==> src/rtl/fetch_ctrl_if.sv <==
// Instruction-memory handshake and IF output register bundle for fetch_ctrl.
// master = fetch sequencer side, slave = memory / IF-ID consumer side.
interface fetch_ctrl_if;
    logic        imem_req;
    logic [31:0] imem_addr;
    logic        imem_ready;
    logic [31:0] imem_rdata;
    logic        if_valid;
    logic [31:0] if_pc;
    logic [31:0] if_instr;

    modport master (
        output imem_req, imem_addr, if_valid, if_pc, if_instr,
        input  imem_ready, imem_rdata
    );

    modport slave (
        input  imem_req, imem_addr, if_valid, if_pc, if_instr,
        output imem_ready, imem_rdata
    );
endinterface

==> src/rtl/fetch_ctrl.sv <==
// Fetch sequencer: PC register, redirect target calculation, imem request/ready
// handshake with redirect drain, single-entry IF output register.
// Optional FETCH_ALIGN_CHECK_EN: adds align_fault and word-aligns redirect targets.
module fetch_ctrl #(
    parameter logic [31:0] RESET_PC = 32'h0000_3000
) (
    input  logic        clk,
    input  logic        reset,
    input  logic        stall,
    input  logic        redir_valid,
    input  logic [1:0]  redir_kind,
    input  logic [31:0] redir_pc,
    input  logic [15:0] br_imm,
    input  logic [25:0] j_addr,
    input  logic [31:0] jr_target,
`ifdef FETCH_ALIGN_CHECK_EN
    output logic        align_fault,
`endif
    fetch_ctrl_if.master bus
);

    typedef enum logic [1:0] {
        BOOT  = 2'd0,
        FETCH = 2'd1,
        DRAIN = 2'd2
    } state_t;

    state_t      state, state_n;
    logic [31:0] pc, pc_n;
    logic [31:0] pend, pend_n;
    logic        outst, outst_n;
    logic        ifv_q, ifv_n;
    logic [31:0] ifpc_q, ifpc_n;
    logic [31:0] ifin_q, ifin_n;
    logic [31:0] tgt_raw, tgt;
    logic        free, req, done;

    always_comb begin
        tgt_raw = redir_pc + 32'd4;
        case (redir_kind)
            2'b00:   tgt_raw = {redir_pc[31:2] + {{14{br_imm[15]}}, br_imm}, 2'b00};
            2'b01:   tgt_raw = {redir_pc[31:28], j_addr, 2'b00};
            2'b10:   tgt_raw = jr_target;
            default: tgt_raw = redir_pc + 32'd4;
        endcase
    end

`ifdef FETCH_ALIGN_CHECK_EN
    assign tgt = {tgt_raw[31:2], 2'b00};

    always_ff @(posedge clk or negedge reset) begin
        if (!reset) begin
            align_fault <= 1'b0;
        end else begin
            align_fault <= redir_valid && (tgt_raw[1:0] != 2'b00);
        end
    end
`else
    assign tgt = tgt_raw;
`endif

    assign free = !ifv_q || !stall;
    assign done = req && bus.imem_ready;

    // pc stays at the in-flight address during DRAIN, so imem_addr is simply pc.
    assign bus.imem_req  = req;
    assign bus.imem_addr = pc;
    assign bus.if_valid  = ifv_q;
    assign bus.if_pc     = ifpc_q;
    assign bus.if_instr  = ifin_q;

    always_ff @(posedge clk or negedge reset) begin
        if (!reset) begin
            state  <= BOOT;
            pc     <= RESET_PC;
            pend   <= '0;
            outst  <= 1'b0;
            ifv_q  <= 1'b0;
            ifpc_q <= RESET_PC;
            ifin_q <= '0;
        end else begin
            state  <= state_n;
            pc     <= pc_n;
            pend   <= pend_n;
            outst  <= outst_n;
            ifv_q  <= ifv_n;
            ifpc_q <= ifpc_n;
            ifin_q <= ifin_n;
        end
    end

    always_comb begin
        state_n = state;
        pc_n    = pc;
        pend_n  = pend;
        outst_n = outst;
        ifv_n   = ifv_q;
        ifpc_n  = ifpc_q;
        ifin_n  = ifin_q;
        req     = 1'b0;

        case (state)
            BOOT: begin
                state_n = FETCH;
                outst_n = 1'b0;
                if (redir_valid) begin
                    pc_n = tgt;
                end
            end

            FETCH: begin
                // An outstanding request is never withdrawn, even under stall.
                req = free || outst;
                if (redir_valid) begin
                    ifv_n   = 1'b0;
                    outst_n = 1'b0;
                    if (req && !bus.imem_ready) begin
                        pend_n  = tgt;
                        state_n = DRAIN;
                    end else begin
                        pc_n = tgt;
                    end
                end else if (done) begin
                    pc_n    = pc + 32'd4;
                    ifv_n   = 1'b1;
                    ifpc_n  = pc;
                    ifin_n  = bus.imem_rdata;
                    outst_n = 1'b0;
                end else begin
                    outst_n = req;
                    if (ifv_q && !stall) begin
                        ifv_n = 1'b0;
                    end
                end
            end

            DRAIN: begin
                req = 1'b1;
                if (redir_valid) begin
                    pend_n = tgt;
                    ifv_n  = 1'b0;
                end
                if (bus.imem_ready) begin
                    pc_n    = redir_valid ? tgt : pend;
                    state_n = FETCH;
                    outst_n = 1'b0;
                end
            end

            default: begin
                state_n = BOOT;
            end
        endcase
    end

endmodule

==> src/flat_wrapper.sv <==
// flat-port wrapper written by rule: the top's interface ports become plain ports
module fetch_ctrl_flat 
#(
    parameter logic [31:0] RESET_PC = 32'h0000_3000
)
  (clk, reset, stall, redir_valid, redir_kind, redir_pc, br_imm, j_addr, jr_target, bus_imem_req, bus_imem_addr, bus_if_valid, bus_if_pc, bus_if_instr, bus_imem_ready, bus_imem_rdata);
  fetch_ctrl_if bus_i ();
  input  logic clk;
  input  logic reset;
  input  logic stall;
  input  logic redir_valid;
  input  logic [1:0] redir_kind;
  input  logic [31:0] redir_pc;
  input  logic [15:0] br_imm;
  input  logic [25:0] j_addr;
  input  logic [31:0] jr_target;
  output wire logic [$bits(bus_i.imem_req)-1:0] bus_imem_req;
  output wire logic [$bits(bus_i.imem_addr)-1:0] bus_imem_addr;
  output wire logic [$bits(bus_i.if_valid)-1:0] bus_if_valid;
  output wire logic [$bits(bus_i.if_pc)-1:0] bus_if_pc;
  output wire logic [$bits(bus_i.if_instr)-1:0] bus_if_instr;
  input wire logic [$bits(bus_i.imem_ready)-1:0] bus_imem_ready;
  input wire logic [$bits(bus_i.imem_rdata)-1:0] bus_imem_rdata;
  assign bus_imem_req = bus_i.imem_req;
  assign bus_imem_addr = bus_i.imem_addr;
  assign bus_if_valid = bus_i.if_valid;
  assign bus_if_pc = bus_i.if_pc;
  assign bus_if_instr = bus_i.if_instr;
  assign bus_i.imem_ready = bus_imem_ready;
  assign bus_i.imem_rdata = bus_imem_rdata;
  fetch_ctrl #(.RESET_PC(RESET_PC)) u_core (.clk(clk), .reset(reset), .stall(stall), .redir_valid(redir_valid), .redir_kind(redir_kind), .redir_pc(redir_pc), .br_imm(br_imm), .j_addr(j_addr), .jr_target(jr_target), .bus(bus_i));
endmodule
==> config.mk <==
export PLATFORM = sky130hd
export DESIGN_NAME = fetch_ctrl_flat
export DESIGN_NICKNAME = d
export VERILOG_FILES = /design/src/rtl/fetch_ctrl_if.sv /design/src/rtl/fetch_ctrl.sv /design/src/flat_wrapper.sv
export SDC_FILE = /design/constraint.sdc
export NUM_CORES = 1
export LEC_CHECK = 0
export ABC_AREA = 1
export BUFFER_PORTS_ARGS = -buffer_cell sky130_fd_sc_hd__buf_4
export CAP_MARGIN = 40
export CORE_MARGIN = 5
export CORE_UTILIZATION = 40
export DETAILED_ROUTE_END_ITERATION = 6
export PLACE_DENSITY = 0.75
export SLEW_MARGIN = 20
export SYNTH_ARGS = -nofsm -noshare
export SYNTH_HDL_FRONTEND = slang
export SYNTH_SLANG_ARGS = --single-unit
==> constraint.sdc <==
create_clock -name clk -period 2.2 [get_ports clk]
set_clock_uncertainty 0.05 [all_clocks]
set_input_delay 0.44 -clock clk [delete_from_list [all_inputs] [get_ports clk]]
set_output_delay 0.44 -clock clk [all_outputs]
set_load 0.005 [all_outputs]
==> metrics.cfg <==
[detailed_routing]
route.detailed.drc = 0
ant_nets = 0
dr_total_vias = 12100
wl_per_cell_um = 18.34
wirelength_um = 40820
first_iter_violations = 1315
drtPass1Iterations = 6
viasPerCell = 5.434

[yosys]
synthArstFlopShare_pct = 100.0
synth_top_cell_area_share_pct = 32.19
ys_seq_area_share_pct = 33.25
synth_most_common_cell = nand2_1
synth_edf_count = 0
yosysWarnings = 0
synth_mux_area_share_pct = 5.206
synth_top_family_by_area = simple AND/OR/NAND/NOR gates
synth_cell_types = 54
synthAdderAreaFrac_pct = 3.093
yosys.area_share.simple_pct = 31.91
netlist_instances = 1415
synth_ff_type = dfrtp_1
syn_nets = 1584
syn_area_um2 = 9951
synth-seq-cells = 132
ys_top_cells_by_area = dfrtp_1, nand2_1, inv_1
synth-xor-area-share_pct = 1.320
synth_compound_area_share_pct = 16.23
synthTopCellsByCount = nand2_1, inv_1, dfrtp_1, nor2_1, nand3_1
avgSynthCellArea_um2 = 7.032
synth_top_area_cell = dfrtp_1

[grt]
grt.met3_usage_pct = 6.082
grt_pass1_wl_um = 60460
grtUsageMet1_pct = 35.09
antenna_found_initial = 0
grt_max_degree = 48
grt_pass1_vias = 11440
busiest_layer = met2
use_met2_pct = 42.73
gr-total-overflow = 0
grt_util_all_layers_pct = 26.40

[run]
cap_violations = 0

[floorplanning]
core_area_um2 = 24390
die_x_um = 167.7
die_h_um = 167.7
initial_core_util_pct = 40.80
num_rows = 57
dieArea_um2 = 28130
ios = 243

[power]
leakagePower_nw = 8.010
ir_worst_vdd_uv = 908.9
power_density_nw_per_um2 = 1089

[setup_path]
critPathMaxFanout = 8
cp.arrival_ps = 2660
endpoint_kind = flip-flop
path_class = primary input to flip-flop
cp.required_ps = 2450
startpoint_type = primary input

[clocking]
clk_pin_slew_ps = 60
cts_tree = yes
clock_path_buffers = 2
numCtsBuffers = 17
clk_latency_ps = 420
clockRootBuffer = clkbuf_16
htreeDepth = 4
cts.sinks = 132

[hold_path]
min_path_type = primary input to flip-flop

[sta]
hold_viol = 0
post-route-min-period_ps = 2416
min_period_over_period_pct = 109.8
setup_ws_ps = -215.5
rsz0062_at_grt = yes
worst_pin_slew_ps = 555.6
max-slew-margin-rel_pct = 62.96
clock.fmax_ghz = 0.4140
setup_viol = 45
report.final.slew_viol_count = 0

[cells_and_area]
drive_gt1_share_pct = 48.53
fin_nets = 2058
area_growth_pct = 64.82
diodes = 0
final_cells = 2226
fin_util_pct = 67.24

[placed_design]
globalplace.congestion = 0.9211
pre_cts_ws_ps = -843.9
hpwl_um = 28960
port_buffers = 242
place_inst = 2128

[status]
violations = setup timing
outcome = finished, violations left

==> metrics by stage <==
stage	TNS (ps)	area [um2]	hold slack (ps)	total power (W)
detailed placement	-36820	13890	280.7	0.01331
global placement	-30200	13890	277.6	0.01302
floorplan	-7639	10340	94.41	0.008996
finish	-5122	16400	194.5	0.01787
global route	-11730	16400	189.4	0.01894
CTS	-2615	15360	186.9	0.01679
==> cell usage in the layout (no fill, tap or decap), drive strengths merged, types with 3 or more instances in the layout <==
cell type  instances
a31oi             11
or2               10
nand2            404
o22ai              4
xor2               7
a41oi              4
bufinv             3
o21a              21
dfrtp            128
clkbuf            19
nand3            123
a22o              17
inv              166
ha                23
nor3              11
o21bai             8
xnor2              8
o2111ai            4
nor2             143
buf              509
a21oi             88
nand4             14
dfstp              4
nor4               6
mux2              46
o211ai            15
clkinv             9
o21ai             76
a22oi              8
==> kinds of logic after synthesis <==
group,after synthesis
multiplexers,46
XOR/XNOR,15
adder cells (fa/ha/maj),24
AO/OA/AOI/OAI,264
flip-flops,132
buffers and inverters,221
AND/OR/NAND/NOR,713
==> area by class of cell <==
type                    instances  area, um2
clock buffers                  17      425.4
clock inverters                15      192.7
fillers                      1921       7990
inverters                     164      653.1
multi-input cells            1062       7178
flip-flops and latches        132       3311
well taps                     324      405.4
repair buffers                512       4235
==> per-layer routing <==
metal | part of all wire (%) | wire length [um] | up-vias
met5 | 0 | 0 | -
met3 | 9.6 | 3904 | 110
met2 | 47 | 19090 | 688
met4 | 3.5 | 1424 | 0
li1 | - | - | 5635
met1 | 40 | 16400 | 5664
==> power breakdown <==
group	leakage, nW	switching [W]	total, W	internal (W)
Clock	0.302	0.00120	0.00302	0.00182
Combinational	6.11	0.00552	0.0103	0.00473
Sequential	1.60	0.000930	0.00460	0.00367
==> timing repair <==
action	4_1_cts	5_1_grt
gates resized for setup	129	187
hold endpoints to repair	25	0
cloned	4	2
endpoints found under the setup margin	114	126
hold buffers	1	0
buffers inserted	29	33
pin swaps	81	108
==> sequential cells by signal (all words and copies together) (netlist names) <==
register and cells:
u_core.state 2, u_core.pend 32, u_core.bus.imem_addr 32, u_core.bus.if_instr 32
u_core.bus.if_pc 32, u_core.bus.if_valid 1, u_core.outst 1
==> worst max-delay path, cell delays in order <==
cell	delay [ps]
buf_12	90
inv_12	30
nand2_8	80
or2_4	120
ha_4	130
inv_2	40
fa_2	380
inv_2	70
nand3_2	80
nand2_4	110
a21oi_1	90
or2_2	290
nand3_2	80
nand3_4	100
nand2_1	80
nand2_1	60
nand2_1	90
nand3_1	80
o211ai_1	110
o21ai_1	100
==> path summary, 6_finish.rpt <==
check                      slack (ps)  depth (start not counted)                    start                       end
max                              -220                         20            redir_kind[1]  u_core.bus.imem_addr[10]
min                               190                          2        bus_imem_rdata[2]    u_core.bus.if_instr[2]
max reg2reg                      -100                         15  u_core.bus.imem_addr[3]  u_core.bus.imem_addr[31]
min reg2reg                       440                          1      u_core.bus.if_pc[2]       u_core.bus.if_pc[2]
max in group asynchronous        1070                          3                    reset  u_core.bus.imem_addr[18]
min in group asynchronous         400                          2                    reset       u_core.bus.if_pc[0]
(Power assumes the default switching activity.)
